File: src/rtl/io_port_unit.sv
// Processor I/O port stage: buffered OUT path (FIFO, valid/ready drain) and latched IN holding register.
// Optional sticky drop flag on outOverflow when IO_OVERFLOW_FLAG_EN is defined.
module io_port_unit #(
    parameter int unsigned DEPTH = 8,
    parameter int unsigned WIDTH = 16
) (
    input  logic                       clk,
    input  logic                       reset,
    input  logic [WIDTH-1:0]           outPortData,
    input  logic                       outSignalEn,
    output logic [WIDTH-1:0]           extOutData,
    output logic                       extOutValid,
    input  logic                       extOutReady,
    output logic [$clog2(DEPTH):0]     outCount,
    output logic                       outFull,
    input  logic [WIDTH-1:0]           extInData,
    input  logic                       extInValid,
    input  logic                       inReadEn,
`ifdef IO_OVERFLOW_FLAG_EN
    output logic                       outOverflow,
`endif
    output logic [WIDTH-1:0]           inPortData,
    output logic                       inPortFresh
);

    localparam int unsigned AW = $clog2(DEPTH);
    localparam int unsigned CW = AW + 1;

    logic [WIDTH-1:0] mem_q [DEPTH];
    logic [AW-1:0]    wr_ptr_q, wr_ptr_d;
    logic [AW-1:0]    rd_ptr_q, rd_ptr_d;
    logic [CW-1:0]    count_q, count_d;
    logic             valid_q, valid_d;
    logic             full_q, full_d;
    logic [WIDTH-1:0] in_data_q, in_data_d;
    logic             in_fresh_q, in_fresh_d;
    logic             push, pop;

    // A push into a full FIFO is accepted only when the same-cycle pop frees a slot.
    assign pop  = valid_q && extOutReady;
    assign push = outSignalEn && (!full_q || pop);

    always_comb begin
        wr_ptr_d   = wr_ptr_q;
        rd_ptr_d   = rd_ptr_q;
        count_d    = count_q;
        in_data_d  = in_data_q;
        in_fresh_d = in_fresh_q;
        if (push) begin
            wr_ptr_d = wr_ptr_q + AW'(1);
        end
        if (pop) begin
            rd_ptr_d = rd_ptr_q + AW'(1);
        end
        case ({push, pop})
            2'b10:   count_d = count_q + CW'(1);
            2'b01:   count_d = count_q - CW'(1);
            default: count_d = count_q;
        endcase
        valid_d = (count_d != CW'(0));
        full_d  = (count_d == CW'(DEPTH));
        // A capture overrides a same-cycle read: the new word is still unread.
        if (extInValid) begin
            in_data_d  = extInData;
            in_fresh_d = 1'b1;
        end else if (inReadEn) begin
            in_fresh_d = 1'b0;
        end
    end

    always_ff @(posedge clk) begin
        if (reset) begin
            wr_ptr_q   <= '0;
            rd_ptr_q   <= '0;
            count_q    <= '0;
            valid_q    <= 1'b0;
            full_q     <= 1'b0;
            in_data_q  <= '0;
            in_fresh_q <= 1'b0;
        end else begin
            wr_ptr_q   <= wr_ptr_d;
            rd_ptr_q   <= rd_ptr_d;
            count_q    <= count_d;
            valid_q    <= valid_d;
            full_q     <= full_d;
            in_data_q  <= in_data_d;
            in_fresh_q <= in_fresh_d;
        end
    end

    // Storage is never cleared; only the pointers and count define what is live.
    always_ff @(posedge clk) begin
        if (!reset && push) begin
            mem_q[wr_ptr_q] <= outPortData;
        end
    end

`ifdef IO_OVERFLOW_FLAG_EN
    logic ovf_q;
    logic drop;

    assign drop = outSignalEn && full_q && !pop;

    always_ff @(posedge clk) begin
        if (reset) begin
            ovf_q <= 1'b0;
        end else if (drop) begin
            ovf_q <= 1'b1;
        end
    end

    assign outOverflow = ovf_q;
`endif

    assign extOutData  = mem_q[rd_ptr_q];
    assign extOutValid = valid_q;
    assign outCount    = count_q;
    assign outFull     = full_q;
    assign inPortData  = in_data_q;
    assign inPortFresh = in_fresh_q;

endmodule

File: config.mk
export PLATFORM = sky130hd
export DESIGN_NAME = io_port_unit
export DESIGN_NICKNAME = d
export VERILOG_FILES = /design/src/rtl/io_port_unit.sv
export SDC_FILE = /design/constraint.sdc
export NUM_CORES = 1
export LEC_CHECK = 0
export CAP_MARGIN = 5
export CORE_ASPECT_RATIO = 0.75
export CORE_MARGIN = 5
export CORE_UTILIZATION = 51
export DETAILED_ROUTE_END_ITERATION = 6
export DONT_BUFFER_PORTS = 1
export PLACE_DENSITY = 0.64
export RECOVER_POWER = 25
export SYNTH_ARGS = -nofsm -noshare
export SYNTH_HDL_FRONTEND = slang
export SYNTH_SLANG_ARGS = --single-unit
File: constraint.sdc
create_clock -name clk -period 4.1 [get_ports clk]
set_clock_uncertainty 0.2 [all_clocks]
set_input_delay 1.025 -clock clk [delete_from_list [all_inputs] [get_ports clk]]
set_output_delay 1.025 -clock clk [all_outputs]
set_load 0.02 [all_outputs]
# After elaboration in Yosys (flattened, before gate mapping)
# Memory sizes are Yosys's and may differ from the RTL's. A register that Yosys moved wholly into a read port is not among the register bits.
# Index checks and enable logic that the tools add are counted.
# classes
n_mux	7
reduce_logical	8
eq_ne	3
addsub	4
# ops
cell	count
one-hot mux 4 bit (2 select lines)	1
adder 3 x 1 -> 3 bit, second input constant	2
two-way mux 3 bit	2
adder 4 x 1 -> 4 bit, second input constant	1
== test 4 bit, second input constant	1
two-way mux 1 bit	4
nonzero test 4 bit	1
subtractor 4 x 1 -> 4 bit, second input constant	1
logical AND 1 bit	3
== test 2 x 1 -> 1 bit, second input constant	1
== test 2 bit, second input constant	1
zero test 1 bit	2
nonzero test 2 bit	1
logical OR 1 bit	1
# totals
in_bits	38
ff_bits	29
output_inout_bits	39
memories	1
wordCells	30
ramBits	128
# memory_table
memory	depth	width	rd	rd_ports_with_merged_regs	write_ports	line	rtl
mem_q	8	16	1	1	1	29	logic [WIDTH-1:0] mem_q [DEPTH];

# Longest topological paths before layout
# logic_depth
depth_word	6
ltp_mapped	11
depth_no_buf	11

# Worst setup path before layout
# Ideal clock, no wire load.
# synth_path
path_type	input port to flip-flop
startpoint	input port extOutReady
endpoint	memory mem_q[2][0], enable pin
path_slack_ps	689
required_time_ps	3491
arrival_ps	2802
path_buffers	0
setup_time_ps	409
cell_stages	4
path_cell_list	nand2_1 -> a21boi_1 -> inv_1 -> nor3_1
# synth_between
elab_chain_cells	6
# synth_lines
item	line	rtl
start: declaration	13	input logic extOutReady,
logical AND 1 bit	40	assign pop = valid_q && extOutReady;
logical OR 1 bit	41	assign push = outSignalEn && (!full_q || pop);
logical AND 1 bit	41	
logical AND 1 bit	93	if (!reset && push) begin
two-way mux 1 bit	93	
two-way mux 1 bit (implied by the code)	94	mem_q[wr_ptr_q] <= outPortData;
end: declaration	29	
# No other way between the ends.

==> out/metrics.csv <==
metric;value;unit
Skew-Pair Late Insertion Delay;0.41;ns
GR Overflow Total;0;
Worst setup SP type;register;
IO Port Bufs;0;
htree depth;4;
Crit. End Element;primary output;
first-pass GRT wire length;16800;um
CTS clk-pin slew, worst paths;0.06;ns
via count;2878;
Final ANT Viol Nets;0;
Slew @ Worst Pin;0.969;ns
CTS tree;yes;
cell count after synthesis;321;
1st-pass router iterations;4;
core box area;12100;um2
post-route cell area;7040;um2
Hold Startpoint;rd_ptr_q[1]$_SDFFE_PP0P_;
count of cell types in the netlist;30;
FMAX;291;MHz
I/O pin count;77;
share of cells above drive strength 1;0.187;
max_cap viols;0;
WL per Instance;20.8;um
Hold Crit Endpoint;rd_ptr_q[1]$_SDFFE_PP0P_;
Max VDD drop;0.314;mV
WP data required;2.87;ns
P_leak;2.39;nW
status;finished clean;
Area Overhead vs Synth;13.0;%
largest net degree at the start of global routing;35;
Final Hold Violating Endpoints;0;
Hold Path Class;reg2reg;
Routability Congestion;0.700;
starting density of the core;0.513;
Pins Over Slew Limit;0;
Yosys warnings;0;
Worst R2R Path Depth;11;
FF-to-FF Start;extOutValid$_SDFF_PP0_;
cell chain of the critical path;buf_4 > mux4_1 > mux2_2;
TNS Setup;0;ns
# resized after CTS;0;
initial antenna violation count;0;
final period utilization;0.838;
Tot GR Track Use;0.160;
Synth Net Count;364;
post-CTS setup repair buffer count;0;
DRC Markers;0;
CTS sink cnt;160;
PwrDens;550;nW/um2
die height;106;um
reg-to-reg endpoint;outFull$_SDFF_PP0_;
post-synth top area share;0.617;
top cells by area, synth;edfxtp_1 (62%), mux4_1 (11%), dfxtp_1 (10%);
root buffer cell;clkbuf_16;
cts bufs inserted;17;
EDFF count, synth;128;
Post-synth ARST share;0;
average cell area after synthesis;19.4;um2
placed cell count;483;
vias in the first global route;2947;
critical path peak fanout;32;
Post-Layout Cell Count;514;
Die Wd;138;um
CP max stage cell;mux4_1;
fin crit period;3.44;ns
RSZ-0062 raised after global routing;false;
diode count;0;
dominant synthesized flop cell;edfxtp_1;
DRT iter0 DRCs;145;
register bit total from synthesis;160;
final wirelength;10700;um
hold path depth;2;
most common cell in the netlist;edfxtp_1;
worst-case clock buffer depth;2;
worst rel slew slack;0.353;
hold buffers post-CTS;0;
HPWL Detailed;6140;um
die area;14500;um2
critical path class;reg2out;
r2r setup slk;1.05;ns
row cnt;35;
Mapped Area;6230;um2
Placed Area;6420;um2
DR vias/cell;5.60;
final setup fails;0;
Max stage delay on crit path;0.66;ns
Yosys top cell by area;edfxtp_1;
Nets;379;
sequential element share of the synthesized area;0.720;
Critical Path AT;2.21;ns
Post-synth top cells;edfxtp_1 (128), dfxtp_1 (32), nor2_1 (32);
state kept, by name, indices dropped and copies added, names as in the netlist, named ones only:
register / cells
wr_ptr_q: 3
mem_q: 128
inPortData: 16
outCount: 4
rd_ptr_q: 3
extOutValid: 1
inPortFresh: 1
outFull: 1
critical path, delay by kind of cell, from the launching register on:
kind	cells	cell delay [ns]
buffers and inverters	1	0.46
DFF	1	0.31
muxes	2	1.01
report_power, final:
part           leakage, nW  internal, W  switching, W  total [W]
combinational        0.686     0.000174      0.000190   0.000363
clock                0.288      0.00101      0.000615    0.00163
sequential            1.42      0.00181     0.0000643    0.00187
total                 2.39      0.00300      0.000869    0.00387
layer usage:
layer | global-route usage | routed length [um] | part of all wire | vias to the layer above
met3 | 0.0577 | 574 | 0.054 | 10
li1 | - | - | - | 1302
met2 | 0.251 | 5370 | 0.50 | 50
met4 | 0.0556 | 108 | 0.010 | 0
met1 | 0.205 | 4650 | 0.43 | 1516
met5 | 0 | 0 | 0 | -
layout make-up:
type	instances	area, um2
Timing Repair Buffer	10	75.1
Multi-Input combinational cell	144	1640
Fill cell	913	5090
Clock buffer	17	425
Inverter	3	11.3
Sequential cell	160	4490
Tap cell	166	208
Clock inverter	14	189
cells by family after synthesis:
family                   share of synthesized area
AO/OA/AOI/OAI                               0.0108
XOR/XNOR                                    0.0112
adder cells (fa/ha/maj)                     0.0100
buffers and inverters                       0.0197
flip-flops                                   0.720
multiplexers                                 0.188
AND/OR/NAND/NOR                             0.0400
stage by stage:
step	total power, W	util	setup slack (ns)	hold slack [ns]
final	0.00387	0.580	0.664	0.282
after CTS	0.00390	0.580	0.624	0.286
after detailed placement	0.00228	0.529	0.499	0.277
after floorplan	0.00224	-	0.689	0.254
after global routing	0.00401	0.580	0.558	0.331
after global placement	0.00227	0.529	0.618	0.283
cell usage in the layout, fill, tap and decap left out, types with 2 or more instances in the layout:
cell / instances
a31oi_1: 2
nand2b_1: 2
xnor2_1: 3
clkinv_1: 3
xor2_1: 5
clkinv_4: 2
mux4_2: 5
nor3_2: 4
clkinvlp_4: 3
nand2_1: 10
edfxtp_1: 128
dfxtp_1: 31
inv_6: 2
clkbuf_16: 17
inv_1: 3
a21oi_1: 5
nor2_1: 32
mux2_2: 16
ha_1: 5
nor2b_1: 2
mux2i_1: 17
bufinv_16: 4
mux4_1: 27
or3_1: 2
buf_4: 10
how the worst max path moves through the flow:
stage | cells past startpoint | start | end | slack (ns)
after CTS | 3 | register | extOutData[9] | 0.62
final | 3 | register | extOutData[0] | 0.66
after global routing | 3 | register | extOutData[5] | 0.56
after floorplan | 4 | extOutReady | mem_q[2][0]$_DFFE_PP_ | 0.69
after global placement | 11 | extOutReady | outFull$_SDFF_PP0_ | 0.62
after detailed placement | 11 | extOutReady | outFull$_SDFF_PP0_ | 0.50
Note: power is estimated with default switching activity, not from simulation.
==> variant 1, RTL diff (config.mk and constraints unchanged) <==
The parameter `WIDTH` goes from 16 to 14.
--- a/src/rtl/io_port_unit.sv
+++ b/src/rtl/io_port_unit.sv
@@ -2,7 +2,7 @@
 // Optional sticky drop flag on outOverflow when IO_OVERFLOW_FLAG_EN is defined.
 module io_port_unit #(
     parameter int unsigned DEPTH = 8,
-    parameter int unsigned WIDTH = 16
+    parameter int unsigned WIDTH = 14
 ) (
     input  logic                       clk,
     input  logic                       reset,
Interface: changed (resized extInData, extOutData, inPortData and outPortData); port bits go from 77 to 69. No check against the original RTL was run, so the function may have changed too.
==> variant 1 against the original RTL <==
Register-to-register slack better by 160 ps. Utilization up 2.0 points. Area after synthesis down 11%. Clock power down 14%. Sequential cell count down 18. Cell count down 11%. Power down 12%. Design area down 11%. Routed wire length down 11%. Worst setup slack better by 87 ps. Largest cell class unchanged. Highest routed layer unchanged.
==> variant 1: results <==
export IMPL_global_route_usage_total_pct=15.8
export IMPL_yosys_cell_types_count=29
export IMPL_synth_edf_count=112
export IMPL_grt_met2_usage_pct=24.2
export IMPL_finalHoldWorstSlack_ps=292
export IMPL_postSynthNetCount=330
export IMPL_timing_critical_path_from_type="flip-flop"
export IMPL_place_detailed_hpwl_mm=5.62
export IMPL_cp_max_fo=28
export IMPL_worst_hold_path_type="reg -> reg"
export IMPL_largest_register="mem_q"
export IMPL_cts_root_buffer="sky130_fd_sc_hd__clkbuf_16"
export IMPL_layout_drive_gt1_share_pct=19.6
export IMPL_route_final_wire_length_mm=9.50
export IMPL_power_ir_vdd_worst_v=0.000298
export IMPL_timing_critical_path_arrival_ps=2120
export IMPL_dominant_cells_by_area_after_synthesis="sky130_fd_sc_hd__edfxtp_1, sky130_fd_sc_hd__mux4_1, sky130_fd_sc_hd__dfxtp_1"
export IMPL_cts_made_buffers=17
export IMPL_timing_rr_start="extOutValid"
export IMPL_detailroute_wirelength_met2_mm=4.63
export IMPL_ff2ff_setup_slack_ps=1210
export IMPL_p_leak_nw=2.14
export IMPL_synthTopCellsByCount="sky130_fd_sc_hd__edfxtp_1, sky130_fd_sc_hd__dfxtp_1, sky130_fd_sc_hd__nor2_1"
export IMPL_ys_seq_area_share_pct=71.8
export IMPL_grt_met1_usage_pct=20.1
export IMPL_drt_iter0_markers=169
export IMPL_m1WireLength_mm=4.21
export IMPL_first_pass_grt_wire_length_mm=14.7
export IMPL_outcome="finished clean"
export IMPL_drt_first_pass_iters=4
export IMPL_num_fill_cells=752
export IMPL_met3_length_um=584
export IMPL_clkLatencyLatePin_ps=400
export IMPL_grt_pass1_vias=2561
export IMPL_routabilityCongestion=0.685
export IMPL_placement_io_buffers=0
export IMPL_grt_start_max_net_pins=33
export IMPL_longest_individual_stage_delay_on_the_worst_path_ps=630
export IMPL_route_vias_total=2542
export IMPL_grtUsageMet3_pct=7.39
export IMPL_cpLargestDelayFamily="multiplexers"
export IMPL_r2r_worst_path_cells=12
export IMPL_antenna_found_initial=0
export IMPL_largest_reg_flops=112
export IMPL_max_slew_margin_vs_limit_pct=48.4
export IMPL_finish_net_count=348
export IMPL_clock_tree_htree_level_count=4
[variant 1: logic make-up (layout without fill, tap and decap cells)]
group,Yosys count,count (layout),synth area share [%]
and+or+nand+nor,54,54,4.37
buffers and inverters,15,46,1.50
AOI/OAI and AO/OA,10,10,1.22
DFF,142,142,71.8
xor gates and xnor gates,8,8,1.27
muxes,57,57,18.7
adders and majority gates,5,5,1.13
[variant 1: through the flow]
stage | util, % | cell area [um2] | total power [mW] | cells | setup WS [ps]
after floorplan | - | 5520 | 1.99 | 291 | 684
after global placement | 54.8 | 5720 | 2.03 | 426 | 758
after detailed placement | 54.8 | 5720 | 2.04 | 426 | 675
after CTS | 60.0 | 6270 | 3.43 | 458 | 699
after global routing | 60.0 | 6270 | 3.53 | 458 | 620
final | 60.0 | 6270 | 3.40 | 458 | 751
[variant 1: worst max path at each step]
stage	end	slack (ps)	cells past startpoint
3_3_place_gp	outFull	760	12
4_1_cts	extOutData[4]	700	3
2_1_floorplan	mem_q[0][0]	680	4
3_5_place_dp	outFull	670	12
6_report	extOutData[4]	750	3
5_1_grt	extOutData[10]	620	3
[variant 1: final cells by class]
type | instances | area (um2) | area share, %
clock buffer | 18 | 429 | 6.84
tap | 136 | 170 | 2.71
timing repair buffer | 11 | 82.6 | 1.32
clock inverter | 14 | 120 | 1.92
sequential | 142 | 3960 | 63.2
multi-input combinational | 134 | 1490 | 23.8
inverter | 3 | 11.3 | 0.180
[variant 1: power breakdown]
part	internal, mW	switching [mW]	total, mW
Combinational	0.159	0.171	0.330
Clock	0.829	0.569	1.40
Sequential	1.61	0.0616	1.67
Total	2.59	0.801	3.40
==> variant 2, RTL diff (same flow settings) <==
Made on the original files. `in_data_q` no longer has a reset.
--- a/src/rtl/io_port_unit.sv
+++ b/src/rtl/io_port_unit.sv
@@ -75,7 +75,6 @@
             count_q    <= '0;
             valid_q    <= 1'b0;
             full_q     <= 1'b0;
-            in_data_q  <= '0;
             in_fresh_q <= 1'b0;
         end else begin
             wr_ptr_q   <= wr_ptr_d;
@@ -83,9 +82,12 @@
             count_q    <= count_d;
             valid_q    <= valid_d;
             full_q     <= full_d;
-            in_data_q  <= in_data_d;
             in_fresh_q <= in_fresh_d;
         end
+    end
+
+    always_ff @(posedge clk) begin
+        in_data_q <= in_data_d;
     end
 
     // Storage is never cleared; only the pointers and count define what is live.
Formal check against the unedited RTL: not equivalent (a bounded check fails within 4 cycles, from zero or initial values and one cycle with reset high).
==> variant 2 against the original RTL <==
Routed wire length fell by 2.8%. Count of clock-buffer cells in the layout rose by 1. Critical path type unchanged. Largest power group unchanged. Hold slack improved by 13 ps. Maximum frequency fell by 1.9%. Area after synthesis fell by 1.2%. Power fell by 1.1%. Worst setup slack got worse by 68 ps. Die area fell by 1.1%. Design area fell by 1.0%. Cell count fell by 6.8%. Largest cell class unchanged. Utilization rose by 1.5 points. Sequential cell count did not move. Via count fell by 8.5%.
==> variant 2: results <==
export IMPL_via_per_inst=5.50
export IMPL_grt_start_max_net_pins=33
export IMPL_grt_met1_usage_pct=20.5
export IMPL_power_ir_vdd_worst_v=0.000302
export IMPL_cp_endpoint="extOutData[5]"
export IMPL_detailroute_wirelength_met2_mm=5.30
export IMPL_share_of_the_synthesized_area_in_compound_gates_ao_oa_aoi_oai_pct=1.10
export IMPL_powerComb_mw=0.340
export IMPL_postSynthNetCount=329
export IMPL_clkLatencyLatePin_ps=410
export IMPL_m1WireLength_mm=4.47
export IMPL_timing_fmax_mhz=285
export IMPL_yosys_area_share_adder_pct=1.02
export IMPL_p_switching_mw=0.859
export IMPL_seq_power_mw=1.93
export IMPL_cts_root_buffer="sky130_fd_sc_hd__clkbuf_16"
export IMPL_grtUsageMet3_pct=5.76
export IMPL_muxShareOfSynthArea_pct=16.4
export IMPL_cp_max_fo=18
export IMPL_num_fill_cells=837
export IMPL_p_leak_nw=2.29
export IMPL_dominant_cells_by_area_after_synthesis="sky130_fd_sc_hd__edfxtp_1, sky130_fd_sc_hd__mux4_1, sky130_fd_sc_hd__dfxtp_1"
export IMPL_place_detailed_hpwl_mm=6.08
export IMPL_grt_met2_usage_pct=23.5
export IMPL_tightestPinTransition_ps=960
export IMPL_yosys_cell_types_count=29
export IMPL_global_route_usage_total_pct=15.3
export IMPL_placed_cell_area_um2=6370
export IMPL_power_sequential_fraction_pct=50.4
export IMPL_mean_routed_wirelength_per_cell_um=21.7
export IMPL_ys_seq_area_share_pct=75.5
export IMPL_drt_iter0_markers=177
export IMPL_cpMaxStageDelayCell="sky130_fd_sc_hd__dfxtp_2"
export IMPL_detailedPlace_worstSlack_ps=563
export IMPL_met3_length_um=524
export IMPL_synth_edf_count=144
export IMPL_first_pass_grt_wire_length_mm=15.8
export IMPL_timing_critical_path_arrival_ps=2280
export IMPL_crit_type="reg -> out"
export IMPL_synthXorXnorAreaFrac_pct=1.14
export IMPL_drt_first_pass_iters=4
export IMPL_finish_net_count=347
export IMPL_outcome="finished clean"
export IMPL_final_area_um2=6960
export IMPL_layout_drive_gt1_share_pct=20.8
export IMPL_synth_warnings=0
export IMPL_synth_ff_type="sky130_fd_sc_hd__edfxtp_1"
export IMPL_grt_pass1_vias=2672
export IMPL_synthTopCellsByCount="sky130_fd_sc_hd__edfxtp_1, sky130_fd_sc_hd__mux4_1, sky130_fd_sc_hd__dfxtp_1, sky130_fd_sc_hd__mux2_2, sky130_fd_sc_hd__nor2_1"
export IMPL_routabilityCongestion=0.714
export IMPL_finalNonFillerCells=479
-- variant 2: cell count changes after synthesis, sizes merged --
cell    delta
mux2i     -16
buf        -2
nor2      -16
dfxtp     -16
edfxtp    +16
clkbuf     -1
-- variant 2: how the worst min path moves through the flow --
stage                 from           to  slack, ps
2_1_floorplan  rd_ptr_q[1]    flip-flop        250
3_3_place_gp   rd_ptr_q[1]  rd_ptr_q[1]        290
3_5_place_dp   rd_ptr_q[1]    flip-flop        280
4_1_cts        rd_ptr_q[1]    flip-flop        300
5_1_grt        rd_ptr_q[1]    flip-flop        310
6_report       rd_ptr_q[1]    flip-flop        300
-- variant 2: layout make-up --
type | count | area share (%)
Inverter | 3 | 0.162
Multi-Input combinational cell | 112 | 20.4
Sequential cell | 160 | 66.7
Clock buffer | 18 | 6.16
Tap cell | 162 | 2.91
Clock inverter | 14 | 2.37
Timing Repair Buffer | 10 | 1.26
